File: src/rtl/multiple_adder_tree_pipelined.sv
// multiple_adder_tree_pipelined
// Pipelined multi-operand adder. N_OPS operands of WIDTH bits are reduced by a
// binary adder tree with one register level per tree level (latency LVL), and
// both sides use valid/ready handshakes with full backpressure and no bubbles.
// Optional feature, enabled by defining ADDER_TREE_ACCUM_EN: an in_last port
// and a final accumulator stage that emits one summed result per group.
module multiple_adder_tree_pipelined #(
   parameter int  N_OPS  = 4,
   parameter int  WIDTH  = 32,
   parameter int  SIGNED = 0,
`ifdef ADDER_TREE_ACCUM_EN
   parameter int  ACC_W  = WIDTH + $clog2(N_OPS) + 8,
`endif
   localparam int LVL    = $clog2(N_OPS),
   localparam int OUT_W  = WIDTH + LVL
) (
   input  logic                   clk,
   input  logic                   rst,
   input  logic                   in_valid,
   output logic                   in_ready,
   input  logic [N_OPS*WIDTH-1:0] in_data,
`ifdef ADDER_TREE_ACCUM_EN
   input  logic                   in_last,
   output logic                   out_valid,
   input  logic                   out_ready,
   output logic [ACC_W-1:0]       out_sum
`else
   output logic                   out_valid,
   input  logic                   out_ready,
   output logic [OUT_W-1:0]       out_sum
`endif
);

   // The tree only balances for a power-of-two operand count.
   generate
      if (N_OPS < 2 || (1 << LVL) != N_OPS) begin : g_bad_n_ops
         $error("multiple_adder_tree_pipelined: N_OPS must be a power of two >= 2");
      end
   endgenerate

   logic [LVL:1] v_q;        // stage k holds a valid partial-sum set
   logic [LVL:1] v_in;       // valid offered to stage k by its upstream
   logic [LVL:1] adv;        // stage k may load this cycle
   logic         tail_ready; // the stage after the tree can take a result

   // Upstream valid per stage: in_valid feeds level 1, level k-1 feeds level k.
   assign v_in = LVL'({v_q, in_valid});

   // Ready chain: a stage may advance when the tail drains or any stage at or
   // after it is empty, so a full pipeline still accepts while emitting.
   always_comb begin
      logic open;
      // NOTE: every variable written here gets a value before any condition,
      // otherwise the tool infers a latch to hold the old value.
      open = 1'b0;
      adv  = '0;
      for (int k = 1; k <= LVL; k++) begin
         open = tail_ready;
         for (int j = k; j <= LVL; j++) begin
            open = open | ~v_q[j];
         end
         adv[k] = open;
      end
   end

   assign in_ready = adv[1];

   // Stage valid flags: each stage takes its upstream valid when it advances.
   always_ff @(posedge clk or posedge rst) begin
      // NOTE: sequential state uses non-blocking assignments so every stage
      // samples its upstream's pre-edge value regardless of statement order.
      if (rst) begin
         v_q <= '0;
      end else begin
         for (int k = 1; k <= LVL; k++) begin
            if (adv[k]) begin
               v_q[k] <= v_in[k];
            end
         end
      end
   end

   genvar k;
   generate
      for (k = 1; k <= LVL; k++) begin : g_lvl
         localparam int IW = WIDTH + k - 1; // width of this level's inputs
         localparam int OW = WIDTH + k;     // width of this level's sums
         localparam int NS = N_OPS >> k;    // partial sums held at this level

         logic [2*NS*IW-1:0] src;
         logic [NS*OW-1:0]   sum_d;
         logic [NS*OW-1:0]   sum_q;

         if (k == 1) begin : g_src_in
            assign src = in_data;
         end else begin : g_src_lvl
            assign src = g_lvl[k-1].sum_q;
         end

         // Pairwise add: each input widens by one bit (zero or sign) first.
         always_comb begin
            logic [IW-1:0] op_a;
            logic [IW-1:0] op_b;
            op_a  = '0;
            op_b  = '0;
            sum_d = '0;
            for (int i = 0; i < NS; i++) begin
               op_a = src[(2*i)*IW +: IW];
               op_b = src[(2*i+1)*IW +: IW];
               sum_d[i*OW +: OW] = {(SIGNED != 0) & op_a[IW-1], op_a}
                                 + {(SIGNED != 0) & op_b[IW-1], op_b};
            end
         end

         // Level register: loads an accepted upstream set, otherwise holds.
         always_ff @(posedge clk or posedge rst) begin
            // NOTE: these are plain datapath registers, not a memory array,
            // so they are cleared by reset to give a defined out_sum of 0.
            if (rst) begin
               sum_q <= '0;
            end else if (adv[k] && v_in[k]) begin
               sum_q <= sum_d;
            end
         end
      end
   endgenerate

`ifdef ADDER_TREE_ACCUM_EN
   logic [LVL:1]     last_q;   // group-end flag travelling with each set
   logic [LVL:1]     last_in;
   logic [OUT_W-1:0] tree_sum;
   logic [ACC_W-1:0] tree_ext;
   logic [ACC_W-1:0] acc_base;
   logic [ACC_W-1:0] acc_d;
   logic [ACC_W-1:0] acc_q;
   logic             ov_d;
   logic             ov_q;

   assign last_in  = LVL'({last_q, in_last});
   assign tree_sum = g_lvl[LVL].sum_q;
   assign tail_ready = out_ready | ~ov_q;

   // Last flags move in lock-step with the partial sums they belong to.
   always_ff @(posedge clk or posedge rst) begin
      if (rst) begin
         last_q <= '0;
      end else begin
         for (int j = 1; j <= LVL; j++) begin
            if (adv[j] && v_in[j]) begin
               last_q[j] <= last_in[j];
            end
         end
      end
   end

   // Next accumulator state: restart from zero right after an emitted total.
   always_comb begin
      tree_ext = {{(ACC_W-OUT_W){(SIGNED != 0) & tree_sum[OUT_W-1]}}, tree_sum};
      acc_base = ov_q ? '0 : acc_q;
      acc_d    = acc_base;
      ov_d     = 1'b0;
      if (v_q[LVL]) begin
         acc_d = acc_base + tree_ext;
         ov_d  = last_q[LVL];
      end
   end

   // Accumulator / output register: frozen while the output is stalled.
   always_ff @(posedge clk or posedge rst) begin
      if (rst) begin
         acc_q <= '0;
         ov_q  <= 1'b0;
      end else if (tail_ready) begin
         acc_q <= acc_d;
         ov_q  <= ov_d;
      end
   end

   assign out_valid = ov_q;
   assign out_sum   = acc_q;
`else
   // The last tree level is the output register; no logic follows it.
   assign tail_ready = out_ready;
   assign out_valid  = v_q[LVL];
   assign out_sum    = g_lvl[LVL].sum_q;
`endif

endmodule
File: config.mk
export PLATFORM = sky130hd
export DESIGN_NAME = multiple_adder_tree_pipelined
export DESIGN_NICKNAME = d
export VERILOG_FILES = /design/src/rtl/multiple_adder_tree_pipelined.sv
export SDC_FILE = /design/constraint.sdc
export NUM_CORES = 1
export LEC_CHECK = 0
export CAP_MARGIN = 20
export CORE_ASPECT_RATIO = 1.25
export CORE_MARGIN = 2
export CORE_UTILIZATION = 45
export CTS_CLUSTER_SIZE = 25
export DETAILED_ROUTE_END_ITERATION = 12
export PLACE_DENSITY = 0.7
export SLEW_MARGIN = 10
export SYNTH_ARGS = -nofsm -noshare
export SYNTH_HDL_FRONTEND = slang
export SYNTH_SLANG_ARGS = --single-unit
File: constraint.sdc
create_clock -name clk -period 3.91 [get_ports clk]
set_input_delay 0.782 -clock clk [delete_from_list [all_inputs] [get_ports clk]]
set_output_delay 0.782 -clock clk [all_outputs]
set_load 0.005 [all_outputs]
==> results of run 1 <==
-- logic make-up (layout without fill, tap and decap cells) --
group,Yosys count,after routing,share of synthesized area
simple gates,315,315,0.170
fa+ha+maj,100,100,0.147
xor+xnor,65,65,0.0657
mux,6,6,0.00707
compound gates,386,386,0.284
buf+inv,74,231,0.0320
flops,102,102,0.294
-- placed cells by master (no fill, tap or decap), types with 4 or more instances in the layout --
cell type	n
o211ai_1	9
inv_1	34
mux2i_1	5
a21o_1	47
nand3_1	31
buf_4	9
dfrtp_1	102
a21oi_1	95
a211oi_1	13
clkbuf_16	9
nor3b_1	4
o31ai_1	14
o41ai_1	4
xnor2_1	36
nand4_1	16
clkdlybuf4s50_1	167
nand2b_1	12
and3_1	16
o21a_1	16
xor2_1	29
or3_1	4
a31oi_1	8
nor2_1	42
ha_1	97
o21bai_1	20
o21ai_1	60
nor3_1	23
and2_1	10
nand2_1	137
a221o_1	5
or2_2	4
o21ai_0	54
-- worst paths after layout --
kind,to,slack [ns]
worst max-delay path,g_lvl[1].sum_q[61],0.31
worst min-delay path,g_lvl[1].sum_q[47],0.48
worst max register to register,out_sum[27],1.00
worst min register to register,g_lvl[1].sum_q[47],0.48
max in group asynchronous,g_lvl[1].sum_q[16],2.40
min in group asynchronous,out_sum[31],0.81
-- critical path, cell delays in order --
cell             delay, ns
clkdlybuf4s50_1       0.42
ha_1                  0.23
fa_1                  0.41
a21oi_1               0.28
o22ai_1               0.12
nor4_1                0.36
o31a_1                0.23
a211oi_1              0.12
or4b_1                0.54
and3_1                0.19
o31ai_2               0.20
-- state kept, by name, indices dropped and copies added, names as in the netlist --
name,cells
g_lvl.sum_q,66
out_sum,34
v_q,2
-- metal layers --
| layer | up-vias | track usage | wire (um) |
|---|---|---|---|
| met3 | 36 | 0.0202 | 978 |
| li1 | 4171 | - | - |
| met1 | 3720 | 0.320 | 10600 |
| met4 | 0 | 0.0784 | 584 |
| met2 | 230 | 0.340 | 9900 |
| met5 | - | 0 | 0 |
-- layout make-up --
class | count | area, sq um | area share
multi-input cells | 872 | 5850 | 0.536
flip-flops and latches | 102 | 2550 | 0.234
repair buffers | 178 | 1780 | 0.163
well taps | 232 | 290 | 0.0266
clock buffers | 9 | 225 | 0.0207
inverters | 37 | 141 | 0.0130
clock inverters | 7 | 65.1 | 0.00597
-- power by group through the flow --
| stage | clock, mW | combinational, mW | sequential (mW) |
|---|---|---|---|
| floorplan | 0 | 1.65 | 1.56 |
| global placement | 0 | 2.49 | 1.60 |
| detailed placement | 0 | 2.52 | 1.61 |
| CTS | 0.918 | 2.54 | 1.59 |
| global route | 0.961 | 2.86 | 1.63 |
| finish | 0.905 | 2.55 | 1.58 |
-- stage by stage --
| stage | power [mW] | utilization | TNS, ns |
|---|---|---|---|
| global placement | 4.09 | 0.563 | 0 |
| finish | 5.03 | 0.578 | 0 |
| detailed placement | 4.13 | 0.563 | -0.0312 |
| floorplan | 3.21 | - | 0 |
| CTS | 5.05 | 0.578 | 0 |
| global route | 5.44 | 0.578 | 0 |
==> out/metrics.yaml, run 1 <==
hold_slack_ns: 0.478
nets: 1432
drive_above_1_share: 0.0340
required_ns: 4.19
grt_pass1_wl_um: 37000
core_area_sq_um: 18800
fp.dieW_um: 128
ios: 168
synth_edf_count: 0
worst_slack_ns: 0.305
synth_ff_type: "dfrtp_1"
place_congestion: 0.952
cts.sink_count: 102
routedWlPerCell_um: 15.4
grt_start_max_net_pins: 86
hold_path_class: "reg2reg"
fin_area_sq_um: 10900
antenna_found_initial: 0
cts_buffers: 9
avgSynthCellArea_sq_um: 8.27
critPathCaptureType: "register"
cap_violations: 0
async_flop_share: 1.00
vias: 8157
yosysSeqAreaShare: 0.294
post-route-drc-count: 0
routed_via_density: 5.68
ys_ff_latch: 102
r2r_start: "g_lvl[1].sum_q[56]"
post-route-period-util: 0.922
cts_tree: "done"
ctsHoldBuffers: 0
finalSetupViolCount: 0
power_leakage_nw: 4.93
clk_pin_slew_ns: 0.07
worst-setup-path-type: "in2reg"
die_area_sq_um: 20400
cp-startpoint: "in_data[96]"
synth_top_area_frac: 0.294
start_kind: "primary input"
placed_cell_area_sq_um: 10600
grt_usage: 0.220
power.switching_mw: 1.96
synth_common_cells: "nand2_1 (139), dfrtp_1 (102), ha_1 (97)"
preCtsSetupSlack_ns: -0.0309
cts_htree_levels: 3
synth_cell_type_count: 66
cp_max_fo: 3
die_y_um: 159
synthTopCellsByArea: "dfrtp_1 (29%), ha_1 (14%), nand2_1 (6.0%)"
dp.cells: 1421
sw_frac_of_total: 0.388
max_slew.worst_pin.slew_ns: 0.836
min_path_cells: 2
max_clock_freq_ghz: 0.277
area_delta_synth_final_pct: 25.8
cts_resized: 0
n_fill_cell: 1760
worstHoldStart: "g_lvl[1].sum_q[47]"
synth_nets: 1280
hold_viol: 0
ir_worst_vdd_mv: 0.278
internal_power_mw: 3.08
clockPowerShare: 0.180
drtIter0Drc: 547
clock_path_buffers: 2
dpl.hpwl_um: 17800
grt_overflow: 0
grt_pass1_vias: 7590
initial_utilization: 0.460
synthCells: 1048
seqPwrFrac: 0.315
syn_area_sq_um: 8670
n_antenna_cell: 0
slew_viol_final: 0
yosysMostFrequentCell: "nand2_1"
synth_area_leader_cell: "dfrtp_1"
worst-r2r-cell-count: 9
firstDrtPassIters: 6
fin_crit_ns: 3.60
rows: 56
rsz0062_at_grt: "no"
power.share.combinational: 0.506
yosysWarnings: 0
slew_headroom: 0.443
clockRootBuffer: "clkbuf_16"
critPathArrivalTime_ns: 3.88
routed_wirelength_um: 22100
ant_nets: 0
insertion_delay_ns: 0.37
status: "finished, final reports clean"
post_cts_buffers: 0
port_buffers: 167
fin_skew_ns: 0.00943
p_per_area_nw_per_um2: 462
final_cells: 1437
(Power assumes the default switching activity.)
==> run 2: changes to the inputs <==
Settings changed: CTS_CLUSTER_SIZE 25 to not set.
==> results of run 2 <==
Final layout, timing and power as in run 1 (identical DEF).
